$ cat config.mk
export PLATFORM = sky130hd
export DESIGN_NAME = capture_sequencer
export DESIGN_NICKNAME = d
export VERILOG_FILES = /design/src/rtl/capture_pkg.sv /design/src/rtl/cycle_down_timer.sv /design/src/rtl/capture_sequencer.sv
export SDC_FILE = /design/constraint.sdc
export NUM_CORES = 1
export LEC_CHECK = 0
export ABC_AREA = 1
export CAP_MARGIN = 20
export CORE_AREA = 2 2 96 98
export CTS_CLUSTER_SIZE = 16
export DETAILED_ROUTE_END_ITERATION = 10
export DIE_AREA = 0 0 98 100
export PLACE_DENSITY = 0.63
export RECOVER_POWER = 25
export SETUP_SLACK_MARGIN = 0.5
export SKIP_LAST_GASP = 1
export SYNTH_ARGS = -nofsm -noshare
export SYNTH_HDL_FRONTEND = slang
export SYNTH_SLANG_ARGS = --single-unit
$ cat constraint.sdc
create_clock -name clk -period 3.6 [get_ports clk]
set_clock_uncertainty 0.05 [all_clocks]
set_input_delay 0.9 -clock clk [delete_from_list [all_inputs] [get_ports clk]]
set_output_delay 0.9 -clock clk [all_outputs]
set_load 0.05 [all_outputs]
$ cat src/rtl/capture_pkg.sv
// rtl/capture_pkg.sv - shared state encoding and destination constants for capture sequencing
package capture_pkg;

  typedef logic [2:0] state_t;

  localparam state_t ST_IDLE       = 3'd0;
  localparam state_t ST_SENSOR_RST = 3'd1;
  localparam state_t ST_CAP_REQ    = 3'd2;
  localparam state_t ST_WAIT_FRAME = 3'd3;
  localparam state_t ST_XFER       = 3'd4;
  localparam state_t ST_WAIT_XFER  = 3'd5;

  localparam logic DEST_USB = 1'b0;
  localparam logic DEST_SD  = 1'b1;

  typedef struct packed {
    logic valid;
    logic dest;
  } dest_req_t;

  // SD beats USB when both arrive together; otherwise the held request survives.
  function automatic dest_req_t merge_dest(dest_req_t held, logic usb, logic sd);
    dest_req_t r;
    r = held;
    if (sd) begin
      r.valid = 1'b1;
      r.dest  = DEST_SD;
    end else if (usb) begin
      r.valid = 1'b1;
      r.dest  = DEST_USB;
    end
    return r;
  endfunction

endpackage

$ cat src/rtl/cycle_down_timer.sv
// rtl/cycle_down_timer.sv - loadable down counter that saturates at zero and flags expiry
module cycle_down_timer #(
  parameter int             W         = 8,
  parameter logic [W-1:0]   RESET_VAL = '0
) (
  input  logic         clk,
  input  logic         rst,
  input  logic         load_i,
  input  logic [W-1:0] load_val_i,
  input  logic         enable_i,
  output logic         expired_o
);

  logic [W-1:0] count_q;
  logic [W-1:0] count_d;

  always_comb begin
    count_d = count_q;
    if (load_i) begin
      count_d = load_val_i;
    end else if (enable_i && (count_q != '0)) begin
      count_d = count_q - 1'b1;
    end
  end

  always_ff @(posedge clk or posedge rst) begin
    if (rst) begin
      count_q <= RESET_VAL;
    end else begin
      count_q <= count_d;
    end
  end

  assign expired_o = (count_q == '0);

endmodule

$ cat src/rtl/capture_sequencer.sv
// rtl/capture_sequencer.sv - sequences sensor reset, N-frame capture and per-frame readout handoff
module capture_sequencer
  import capture_pkg::*;
#(
  parameter int   CNT_W      = 8,
  parameter int   RST_CYCLES = 1000,
  parameter int   TIMEOUT    = 2**24,
  parameter logic DEST_RESET = 1'b0
) (
  input  logic             clk,
  input  logic             rst,
  input  logic             cmd_reset,
  input  logic             cmd_nframe,
  input  logic             cmd_usb,
  input  logic             cmd_sd,
  input  logic [CNT_W-1:0] nframe_count,
  output logic             sensor_rst_n,
  output logic             cap_req,
  input  logic             cap_ack,
  input  logic             frame_done,
  output logic             dest_sel,
  output logic             xfer_start,
  input  logic             xfer_done,
  output logic             busy,
  output logic [CNT_W-1:0] frames_left,
  output logic             cmd_drop,
  output logic             err_timeout
);

  localparam int RST_W = $clog2(RST_CYCLES + 1);
  localparam int WD_W  = $clog2(TIMEOUT + 1);
  // Loading N-1 makes the timer expire on the Nth cycle spent in the counting state.
  localparam logic [RST_W-1:0] RST_LOAD = RST_W'(RST_CYCLES - 1);
  localparam logic [WD_W-1:0]  WD_LOAD  = WD_W'(TIMEOUT - 1);

  state_t           state_q, state_d;
  logic [CNT_W-1:0] frames_left_q, frames_left_d;
  logic             dest_sel_q, dest_sel_d;
  dest_req_t        pend_q, pend_d, pend_merged;
  logic             err_q, err_d;
  logic             cmd_drop_q, cmd_drop_d;
  logic             sensor_rst_n_q, cap_req_q, xfer_start_q, busy_q;

  logic rst_load, rst_expired;
  logic wd_load, wd_expired;
  logic enter_idle, timed_out;

  cycle_down_timer #(
    .W         (RST_W),
    .RESET_VAL (RST_LOAD)
  ) u_rst_timer (
    .clk        (clk),
    .rst        (rst),
    .load_i     (rst_load),
    .load_val_i (RST_LOAD),
    .enable_i   (state_q == ST_SENSOR_RST),
    .expired_o  (rst_expired)
  );

  cycle_down_timer #(
    .W         (WD_W),
    .RESET_VAL (WD_LOAD)
  ) u_watchdog (
    .clk        (clk),
    .rst        (rst),
    .load_i     (wd_load),
    .load_val_i (WD_LOAD),
    .enable_i   ((state_q == ST_WAIT_FRAME) || (state_q == ST_WAIT_XFER)),
    .expired_o  (wd_expired)
  );

  always_comb begin
    state_d       = state_q;
    frames_left_d = frames_left_q;
    dest_sel_d    = dest_sel_q;
    pend_d        = pend_q;
    err_d         = err_q;
    cmd_drop_d    = 1'b0;
    rst_load      = 1'b0;
    wd_load       = 1'b0;
    enter_idle    = 1'b0;
    timed_out     = 1'b0;
    pend_merged   = merge_dest(pend_q, cmd_usb, cmd_sd);

    if (cmd_reset) begin
      state_d       = ST_SENSOR_RST;
      frames_left_d = '0;
      err_d         = 1'b0;
      pend_d        = '0;
      rst_load      = 1'b1;
    end else begin
      if (state_q != ST_IDLE) begin
        pend_d     = pend_merged;
        cmd_drop_d = cmd_nframe;
      end else if (cmd_sd) begin
        dest_sel_d = DEST_SD;
      end else if (cmd_usb) begin
        dest_sel_d = DEST_USB;
      end

      case (state_q)
        ST_SENSOR_RST: begin
          if (rst_expired) enter_idle = 1'b1;
        end
        ST_IDLE: begin
          if (cmd_nframe && (nframe_count != '0)) begin
            frames_left_d = nframe_count;
            state_d       = ST_CAP_REQ;
          end
        end
        ST_CAP_REQ: begin
          if (cap_ack) begin
            state_d = ST_WAIT_FRAME;
            wd_load = 1'b1;
          end
        end
        ST_WAIT_FRAME: begin
          if (wd_expired) begin
            timed_out = 1'b1;
          end else if (frame_done) begin
            state_d = ST_XFER;
          end
        end
        ST_XFER: begin
          state_d = ST_WAIT_XFER;
          wd_load = 1'b1;
        end
        ST_WAIT_XFER: begin
          if (wd_expired) begin
            timed_out = 1'b1;
          end else if (xfer_done) begin
            if (frames_left_q != '0) frames_left_d = frames_left_q - 1'b1;
            if (frames_left_q > CNT_W'(1)) state_d = ST_CAP_REQ;
            else enter_idle = 1'b1;
          end
        end
        default: begin
          state_d  = ST_SENSOR_RST;
          rst_load = 1'b1;
        end
      endcase

      if (timed_out) begin
        err_d         = 1'b1;
        frames_left_d = '0;
        enter_idle    = 1'b1;
      end

      // A destination pulse on the very cycle IDLE is entered still counts.
      if (enter_idle) begin
        state_d = ST_IDLE;
        pend_d  = '0;
        if (pend_merged.valid) dest_sel_d = pend_merged.dest;
      end
    end
  end

  always_ff @(posedge clk or posedge rst) begin
    if (rst) begin
      state_q        <= ST_SENSOR_RST;
      frames_left_q  <= '0;
      dest_sel_q     <= DEST_RESET;
      pend_q         <= '0;
      err_q          <= 1'b0;
      cmd_drop_q     <= 1'b0;
      sensor_rst_n_q <= 1'b0;
      cap_req_q      <= 1'b0;
      xfer_start_q   <= 1'b0;
      busy_q         <= 1'b1;
    end else begin
      state_q        <= state_d;
      frames_left_q  <= frames_left_d;
      dest_sel_q     <= dest_sel_d;
      pend_q         <= pend_d;
      err_q          <= err_d;
      cmd_drop_q     <= cmd_drop_d;
      sensor_rst_n_q <= (state_d != ST_SENSOR_RST);
      cap_req_q      <= (state_d == ST_CAP_REQ);
      xfer_start_q   <= (state_d == ST_XFER);
      busy_q         <= (state_d != ST_IDLE);
    end
  end

  assign sensor_rst_n = sensor_rst_n_q;
  assign cap_req      = cap_req_q;
  assign xfer_start   = xfer_start_q;
  assign busy         = busy_q;
  assign frames_left  = frames_left_q;
  assign dest_sel     = dest_sel_q;
  assign cmd_drop     = cmd_drop_q;
  assign err_timeout  = err_q;

endmodule

==> results.sh, run 1 <==
export IMPL_status="finished clean"
export IMPL_syn_area_per_cell_um2=7.26
export IMPL_area_delta_synth_final_pct=16.4
export IMPL_synthCells=474
export IMPL_crit_arrival_ns=1.63
export IMPL_cts_resized_gates=0
export IMPL_min_path_type="reg -> reg"
export IMPL_min_delay_path_depth=2
export IMPL_required_ns=2.65
export IMPL_synth_top_area_cell="dfstp_2"
export IMPL_powerDensity_nw_per_um2=408
export IMPL_io_buffers=31
export IMPL_drv_cap=0
export IMPL_slowest_stage="clkdlybuf4s50_1"
export IMPL_clock_path_buffers=2
export IMPL_syn_area_um2=3440
export IMPL_grt_overflow_total=0
export IMPL_ys_top_cells_by_area="dfstp_2, dfrtp_1, nand2_1"
export IMPL_max_freq_mhz=388
export IMPL_final_area_um2=4010
export IMPL_grt_setup_unrepaired="false"
export IMPL_nFillCells=901
export IMPL_fin_cells=622
export IMPL_cts_hold_buf=0
export IMPL_design_core_area_um2=8890
export IMPL_dp_cells=614
export IMPL_finalSetupViolations=0
export IMPL_worstPathMaxFanout=1
export IMPL_power_leakage_nw=1.83
export IMPL_track_usage_pct=16.0
export IMPL_rows=35
export IMPL_cts_tree="yes"
export IMPL_startpoint_type="flip-flop"
export IMPL_cp_slowest_stage_delay_ns=0.79
export IMPL_setup_tns_ns=0
export IMPL_cp_num_cells=1
export IMPL_endpoint_kind="output port"
export IMPL_reg2reg_depth=9
export IMPL_die_height_um=100
export IMPL_htree_levels=2
export IMPL_first_global_vias=2914
export IMPL_antenna_found_initial=0
export IMPL_dp_hpwl_um=5880
export IMPL_fp_dieW_um=98
export IMPL_final_cell_mix="nand2_1, inv_1, nor2_1"
export IMPL_regArea_um2=1420
export IMPL_critPathTopFamily="buffers and inverters"
export IMPL_antenna_left=0
export IMPL_synth_distinct_cells=35
export IMPL_final_common_cell="nand2_1"
export IMPL_min_period_ns=2.58
export IMPL_place_area_um2=3890
export IMPL_yosysTopAreaCellShare_pct=25.9
export IMPL_syn_nets=497
export IMPL_worst_slew_pin_slew_ns=1.36
export IMPL_clkTransAtPathRegs_ns=0.10
export IMPL_routabilityCongestion=0.879
export IMPL_antenna_cells=0
export IMPL_layout_worst_path_cycle_share_pct=71.7
export IMPL_wl_per_cell_um=12.1
export IMPL_irDropWorstVdd_mv=0.223
export IMPL_grt_max_degree=36
export IMPL_clkLatencyLatePin_ns=0.31
export IMPL_numCtsBuffers=5
export IMPL_multiInputGateArea_um2=1730
export IMPL_vias=3010
export IMPL_slew_headroom_pct=9.26
export IMPL_cts_setup_buffers=0
export IMPL_drc=0
export IMPL_initial_utilization_pct=38.7
export IMPL_clock_root_buffer="clkbuf_8"
export IMPL_grt_pass1_wl_um=13100
export IMPL_hold_viol=0
export IMPL_io_pin_count=32
export IMPL_crit_type="reg -> out"
export IMPL_drt_iter0_drc=146
export IMPL_nNetsFinal=533
export IMPL_routed_via_density=4.84
export IMPL_drive_gt1_share_pct=13.5
export IMPL_setup_slack_ns=1.02
export IMPL_synth_sequential_area_ratio_pct=41.2
export IMPL_drv_slew=0
export IMPL_path_buf_inv=1
export IMPL_wl_um=7530
export IMPL_ys_ff_latch=55
export IMPL_die_area_um2=9800
export IMPL_synth_warnings=0
export IMPL_pre_cts_slack_ns=0.930
export IMPL_crit_chain="clkdlybuf4s50_1"
export IMPL_drt_pre_antenna_iters=4
export IMPL_cts_sink_count=55
-- per-stage QoR --
| stage | hold slack (ns) | total power, mW | util (%) |
|---|---|---|---|
| 6_report | 0.440 | 1.64 | 45.1 |
| 5_1_grt | 0.470 | 1.74 | 45.1 |
| 4_1_cts | 0.441 | 1.66 | 45.1 |
| 3_5_place_dp | 0.430 | 1.22 | 43.8 |
| 3_3_place_gp | 0.420 | 1.22 | 43.8 |
| 2_1_floorplan | 0.411 | 1.10 | - |
-- sequential cells by signal, indices dropped and copies added, names as in the netlist --
name	flops
u_rst_timer.count_q	10
dest_sel	1
frames_left	8
sensor_rst_n	1
cmd_drop	1
u_watchdog.count_q	25
state_q	3
busy	1
cap_req	1
err_timeout	1
pend_q	2
xfer_start	1
-- kinds of logic after synthesis --
logic type / Yosys count / synth area share (%)
AOI/OAI and AO/OA: 71 / 11.7
xor gates and xnor gates: 15 / 3.82
adders and majority gates: 6 / 2.18
buffers and inverters: 75 / 8.47
DFF: 55 / 41.2
and+or+nand+nor: 252 / 32.6
-- synthesized netlist by cell type (all sizes together) --
| cell | count |
|---|---|
| nand2 | 110 |
| nor2 | 77 |
| ha | 6 |
| nand4 | 4 |
| nand3b | 4 |
| or2 | 3 |
| clkbuf | 4 |
| a21boi | 1 |
| o21a | 1 |
| o211ai | 5 |
| o31ai | 1 |
| a21oi | 11 |
| dfstp | 34 |
| o21ai | 51 |
| nor3 | 9 |
| dfrtp | 21 |
| xnor2 | 2 |
| a31oi | 1 |
| nand3 | 43 |
| buf | 2 |
| nor4 | 1 |
| inv | 69 |
| xor2 | 13 |
| nor3b | 1 |
-- worst paths after layout --
| kind | start | end | slack (ns) |
|---|---|---|---|
| min in group asynchronous | rst | pend_q[1] | 1.38 |
| min | u_rst_timer.count_q[7] | u_rst_timer.count_q[7] | 0.44 |
| max in group asynchronous | rst | u_watchdog.count_q[4] | 1.12 |
| max | busy | busy | 1.02 |
| min reg2reg | u_rst_timer.count_q[7] | u_rst_timer.count_q[7] | 0.44 |
| max reg2reg | state_q[0] | frames_left[2] | 1.32 |
-- power by group --
group	internal [mW]	switching (mW)	leakage, nW	total, mW
Sequential	0.752	0.0781	0.636	0.830
Combinational	0.146	0.235	1.13	0.381
Clock	0.225	0.200	0.0612	0.425
Total	1.12	0.513	1.83	1.64
-- metal layers --
layer,wire (µm),share of wire [%],global-route usage [%]
met1,3600,48,21.8
met2,3590,48,27.6
met3,267,3.5,2.16
met4,76,1.0,3.53
met5,0,0,0
-- worst reg2reg max path: stages (launching register included) --
cell      delay [ns]
dfstp_2         0.59
nand3_1         0.37
nand2_1         0.23
inv_1           0.09
nor2_4          0.16
inv_2           0.07
a21boi_4        0.33
inv_1           0.16
nand2_1         0.08
o21ai_1         0.06
-- area by class of cell --
type	instances	area share, %
multi-input combinational	344	43.2
clock inverter	2	0.874
tap	111	3.47
clock buffer	6	2.06
timing repair buffer	35	8.49
inverter	69	6.46
sequential	55	35.4
No activity file was read; power rests on OpenSTA's default activity.
==> run 2, diff against run 1 <==
Clock period 3.6 ns to 2.5 ns, I/O delays scaled along.
==> results.sh, run 2 (synthesis results as in run 1) <==
export IMPL_initial_utilization_pct=38.7
export IMPL_antenna_cells=0
export IMPL_cp_slowest_stage_delay_ns=0.40
export IMPL_r2r_setup_slack_ns=0.49
export IMPL_crit_chain="inv_2 > ha_4 > inv_2 > nor2_1 > nand2_1 > nor2_4 > nand3_4 > nor2_4 > inv_2 > a21boi_4 > buf_6 > nand3_2 > o21ai_2"
export IMPL_reg2reg_to="frames_left[1]"
export IMPL_slowest_stage="dfstp_2"
export IMPL_cts_tree="yes"
export IMPL_die_height_um=100
export IMPL_p_sw_mw=0.825
export IMPL_drt_iter0_drc=164
export IMPL_grt_overflow_total=0
export IMPL_grt_max_degree=23
export IMPL_vias=3130
export IMPL_powerDensity_nw_per_um2=564
export IMPL_startpoint_type="flip-flop"
export IMPL_final_common_cell="nand2_1"
export IMPL_cts_hold_buf=0
export IMPL_slew_headroom_pct=32.0
export IMPL_clkLatencyLatePin_ns=0.32
export IMPL_largest_register="u_watchdog.count_q"
export IMPL_layout_worst_path_cycle_share_pct=80.3
export IMPL_finalSetupViolations=0
export IMPL_track_usage_pct=16.7
export IMPL_irDropWorstVdd_mv=0.270
export IMPL_grt_setup_unrepaired="true"
export IMPL_antenna_found_initial=0
export IMPL_io_pin_count=32
export IMPL_min_to="u_rst_timer.count_q[7]"
export IMPL_numCtsBuffers=5
export IMPL_htree_levels=2
export IMPL_fp_dieW_um=98
export IMPL_wl_um=7950
export IMPL_met2_length_um=3790
export IMPL_clock_root_buffer="clkbuf_8"
export IMPL_clkTransAtPathRegs_ns=0.12
export IMPL_pre_cts_slack_ns=0.195
export IMPL_min_delay_path_depth=2
export IMPL_dr_max_layer_used="met4"
export IMPL_drv_slew=0
export IMPL_cts_sink_count=55
export IMPL_antenna_left=0
export IMPL_design_core_area_um2=8890
export IMPL_area_delta_synth_final_pct=22.2
export IMPL_clock_path_buffers=2
export IMPL_min_path_type="reg -> reg"
export IMPL_r2r_start="u_watchdog.count_q[1]"
export IMPL_endpoint_kind="flip-flop"
export IMPL_p_seq_share_pct=50.5
export IMPL_drt_pre_antenna_iters=5
export IMPL_drc=0
export IMPL_min_period_ns=2.01
export IMPL_wl_met1_um=3680
export IMPL_drive_gt1_share_pct=21.5
export IMPL_wl_per_cell_um=12.5
export IMPL_crit_type="reg -> reg"
export IMPL_reg2reg_depth=13
export IMPL_pwr_share_comb_pct=26.4
export IMPL_hold_viol=0
export IMPL_routed_via_density=4.92
export IMPL_rows=35
export IMPL_internal_power_mw=1.55
export IMPL_worst_slew_pin_slew_ns=1.01
export IMPL_clkPwrFrac_pct=23.1
export IMPL_setup_slack_ns=0.493
export IMPL_worstPathMaxFanout=6
export IMPL_first_global_vias=2965
export IMPL_route_met3_wl_um=370
export IMPL_p_sw_share_pct=34.8
export IMPL_power_leakage_nw=1.94
export IMPL_largest_reg_flops=25
export IMPL_setup_tns_ns=0
export IMPL_crit_arrival_ns=2.21
export IMPL_path_common_cell="inv_2"
export IMPL_path_buf_inv=4
export IMPL_cp_startpoint="u_watchdog.count_q[1]"
export IMPL_final_cell_mix="nand2_1, inv_1, nor2_1"
export IMPL_nNetsFinal=547
export IMPL_dp_hpwl_um=6040
export IMPL_nFillCells=865
export IMPL_critPathTopFamily="simple AND/OR/NAND/NOR gates"
export IMPL_io_buffers=31
export IMPL_die_area_um2=9800
export IMPL_drv_cap=0
export IMPL_max_freq_mhz=498
export IMPL_routabilityCongestion=0.810
export IMPL_grt_pass1_wl_um=13600
export IMPL_required_ns=2.70
export IMPL_status="finished clean"
export IMPL_hp_start="u_rst_timer.count_q[7]"
==> run 2: per-layer routing <==
layer | global-route usage, % | vias to the layer above
met5 | 0 | -
li1 | - | 1614
met4 | 3.95 | 0
met1 | 21.6 | 1433
met3 | 3.27 | 12
met2 | 28.9 | 71
==> run 2: per-stage QoR <==
step                instance area, µm²  total power, mW  std cells  hold WS, ns  utilization, %
global placement                  3980             1.76        622        0.420            44.8
CTS                               4090             2.32        632        0.440            46.0
finish                            4210             2.37        636        0.440            47.3
global route                      4210             2.52        636        0.458            47.3
floorplan                         3450             1.59        474        0.411               -
detailed placement                3980             1.77        622        0.424            44.8
==> run 2: how the worst max path moves through the flow <==
stage	end	cells past startpoint	slack [ns]
2_1_floorplan	cap_req	12	0.63
3_3_place_gp	u_watchdog.count_q[24]	9	0.24
3_5_place_dp	u_watchdog.count_q[24]	9	0.19
4_1_cts	busy	1	0.42
5_1_grt	sensor_rst_n	3	0.31
6_report	frames_left[1]	13	0.49
==> run 2: timing repair <==
| item | in CTS | in global routing |
|---|---|---|
| buffers inserted | 2 | 4 |
| gates resized for setup | 21 | 43 |
| hold endpoints to repair | 0 | 0 |
| endpoints found under the setup margin | 37 | 43 |
| pin swaps | 2 | 6 |
==> run 2: final cells by class <==
class / count / area [µm²] / area share, %
inverters: 69 / 263 / 6.24
clock buffers: 5 / 68.8 / 1.63
multi-input cells: 344 / 1840 / 43.7
well taps: 111 / 139 / 3.30
flip-flops and latches: 55 / 1420 / 33.8
repair buffers: 49 / 447 / 10.6
clock inverters: 3 / 31.3 / 0.743
==> run 2: power by group through the flow <==
stage / sequential (mW) / clock, mW / combinational, mW
2_1_floorplan: 1.24 / 0 / 0.350
3_3_place_gp: 1.20 / 0 / 0.557
3_5_place_dp: 1.21 / 0 / 0.568
4_1_cts: 1.19 / 0.568 / 0.561
5_1_grt: 1.21 / 0.596 / 0.708
6_report: 1.20 / 0.549 / 0.626
==> run 2: worst reg2reg max path, stage by stage, from the launching register on <==
cell and delay [ns]:
dfstp_2 0.40, inv_2 0.08, ha_4 0.14, inv_2 0.03, nor2_1 0.09, nand2_1 0.09
nor2_4 0.15, nand3_4 0.15, nor2_4 0.18, inv_2 0.07, a21boi_4 0.24, buf_6 0.16
nand3_2 0.07, o21ai_2 0.06
==> run 3, diff against run 2 <==
Clock period 2.5 ns to 2.1 ns, I/O delays scaled along.
==> results.sh, run 3 (synthesis results as in run 1) <==
export IMPL_hold_viol=0
export IMPL_track_usage_pct=17.4
export IMPL_final_common_cell="nand2_1"
export IMPL_largest_reg_flops=25
export IMPL_routed_via_density=4.94
export IMPL_irDropWorstVdd_mv=0.380
export IMPL_drc=0
export IMPL_reg2reg_to="u_watchdog.count_q[1]"
export IMPL_grt_overflow_total=0
export IMPL_crit_chain="inv_2 > ha_4 > inv_2 > nor2_1 > nand2_1 > nor2_2 > nand3_4 > buf_12 > nand2_4 > nand2_8 > buf_6 > inv_1 > nand2_1 > o211ai_1"
export IMPL_reg2reg_depth=14
export IMPL_vias=3273
export IMPL_min_delay_path_depth=2
export IMPL_gr_usage_met1_pct=21.1
export IMPL_holdWs_ns=0.438
export IMPL_wl_per_cell_um=12.9
export IMPL_grt_max_degree=56
export IMPL_dp_hpwl_um=6050
export IMPL_clkTransAtPathRegs_ns=0.10
export IMPL_cts_tree="yes"
export IMPL_die_height_um=100
export IMPL_wl_um=8530
export IMPL_crit_type="reg -> reg"
export IMPL_die_area_um2=9800
export IMPL_clock_path_buffers=2
export IMPL_min_to="u_rst_timer.count_q[7]"
export IMPL_initial_utilization_pct=38.7
export IMPL_rows=35
export IMPL_finalSetupViolations=0
export IMPL_grtUsageMet3_pct=3.27
export IMPL_drive_gt1_share_pct=36.7
export IMPL_antenna_found_initial=0
export IMPL_status="finished clean"
export IMPL_final_cell_mix="nand2_1, inv_1, nor2_1"
export IMPL_p_total_mw=2.89
export IMPL_clock_root_buffer="clkbuf_8"
export IMPL_grt_busiest_layer="met2"
export IMPL_crit_arrival_ns=2.06
export IMPL_dp_cells=627
export IMPL_drv_cap=0
export IMPL_r2r_setup_slack_ns=0.22
export IMPL_drt_iter0_drc=134
export IMPL_worstPathMaxFanout=12
export IMPL_nNetsFinal=573
export IMPL_io_buffers=31
export IMPL_antenna_left=0
export IMPL_cts_sink_count=55
export IMPL_path_buf_inv=5
export IMPL_endpoint_kind="flip-flop"
export IMPL_drt_pre_antenna_iters=4
export IMPL_critPathTopFamily="simple AND/OR/NAND/NOR gates"
export IMPL_worst_slew_pin_slew_ns=0.755
export IMPL_cp_slowest_stage_delay_ns=0.39
export IMPL_min_period_ns=1.88
export IMPL_fin_cells=662
export IMPL_fp_dieW_um=98
export IMPL_routabilityCongestion=0.855
export IMPL_htree_levels=2
export IMPL_hp_start="u_rst_timer.count_q[7]"
export IMPL_numCtsBuffers=5
export IMPL_layout_worst_path_cycle_share_pct=89.4
export IMPL_grt_use_met2_pct=31.8
export IMPL_startpoint_type="flip-flop"
export IMPL_grt_setup_unrepaired="true"
export IMPL_largest_register="u_watchdog.count_q"
export IMPL_antenna_cells=0
export IMPL_area_delta_synth_final_pct=35.6
export IMPL_slew_headroom_pct=49.7
export IMPL_setup_tns_ns=0
export IMPL_io_pin_count=32
export IMPL_cp_num_cells=14
export IMPL_max_freq_mhz=533
export IMPL_required_ns=2.28
export IMPL_drv_slew=0
export IMPL_powerDensity_nw_per_um2=619
export IMPL_min_path_type="reg -> reg"
export IMPL_cts_hold_buf=0
export IMPL_first_global_vias=3159
export IMPL_grt_pass1_wl_um=14000
export IMPL_clkLatencyLatePin_ns=0.31
export IMPL_r2r_start="u_watchdog.count_q[1]"
export IMPL_slowest_stage="dfstp_2"
export IMPL_power_leakage_nw=2.15
export IMPL_design_core_area_um2=8890
-- run 3: cell count changes in the layout (fill, tap and decap cells not counted), moves of 8 or more --
| cell | before | now |
|---|---|---|
| o21ai_0 | 38 | 27 |
| nand2_2 | 6 | 15 |
| o21ai_1 | 9 | 17 |
| nand2_1 | 101 | 87 |
| nor2_1 | 61 | 51 |
| inv_2 | 4 | 12 |
| buf_4 | 11 | 39 |
| inv_1 | 63 | 52 |
| dlygate4sd2_1 | 10 | 0 |
-- run 3: per-layer routing --
| layer | vias to the layer above | part of all wire (%) |
|---|---|---|
| li1 | 1664 | - |
| met4 | 0 | 1.5 |
| met1 | 1546 | 44 |
| met5 | - | 0 |
| met3 | 11 | 3.3 |
| met2 | 52 | 51 |
-- run 3: cell type report --
| type | instances | area [µm²] |
|---|---|---|
| clock inverter | 1 | 8.76 |
| fill | 831 | 4220 |
| sequential | 55 | 1420 |
| inverter | 69 | 273 |
| clock buffer | 7 | 86.3 |
| timing repair buffer | 75 | 658 |
| tap | 111 | 139 |
| multi-input combinational | 344 | 2080 |
-- run 3: worst max path at each step --
| stage | startpoint | end |
|---|---|---|
| 2_1_floorplan | u_watchdog.count_q[0] | frames_left[0] |
| 3_3_place_gp | cap_ack | u_watchdog.count_q[24] |
| 3_5_place_dp | cap_ack | u_watchdog.count_q[24] |
| 4_1_cts | u_watchdog.count_q[1] | frames_left[3] |
| 5_1_grt | u_watchdog.count_q[1] | u_watchdog.count_q[1] |
| 6_report | u_watchdog.count_q[1] | u_watchdog.count_q[1] |
-- run 3: repair_timing --
item,in CTS,in global routing
gates resized for setup,85,49
pin swaps,13,19
buffers inserted,17,10
setup endpoints to repair,59,57
-- run 3: stage by stage --
stage          setup WS (ns)  instance area, µm²  util (%)
3_3_place_gp          0.0521                4060      45.6
2_1_floorplan          0.357                3520         -
5_1_grt                0.102                4670      52.5
6_report               0.222                4670      52.5
4_1_cts                0.224                4500      50.6
3_5_place_dp          0.0216                4060      45.6
-- run 3: power breakdown --
group | total, mW | switching [mW] | internal [mW]
logic | 0.840 | 0.471 | 0.369
registers | 1.43 | 0.141 | 1.29
clock network | 0.621 | 0.350 | 0.271
total | 2.89 | 0.961 | 1.93
-- run 3: tightest hold or removal path: stages (launching register included) --
cell	delay [ns]
dfstp_2	0.38
nand2_1	0.05
nand3_1	0.06
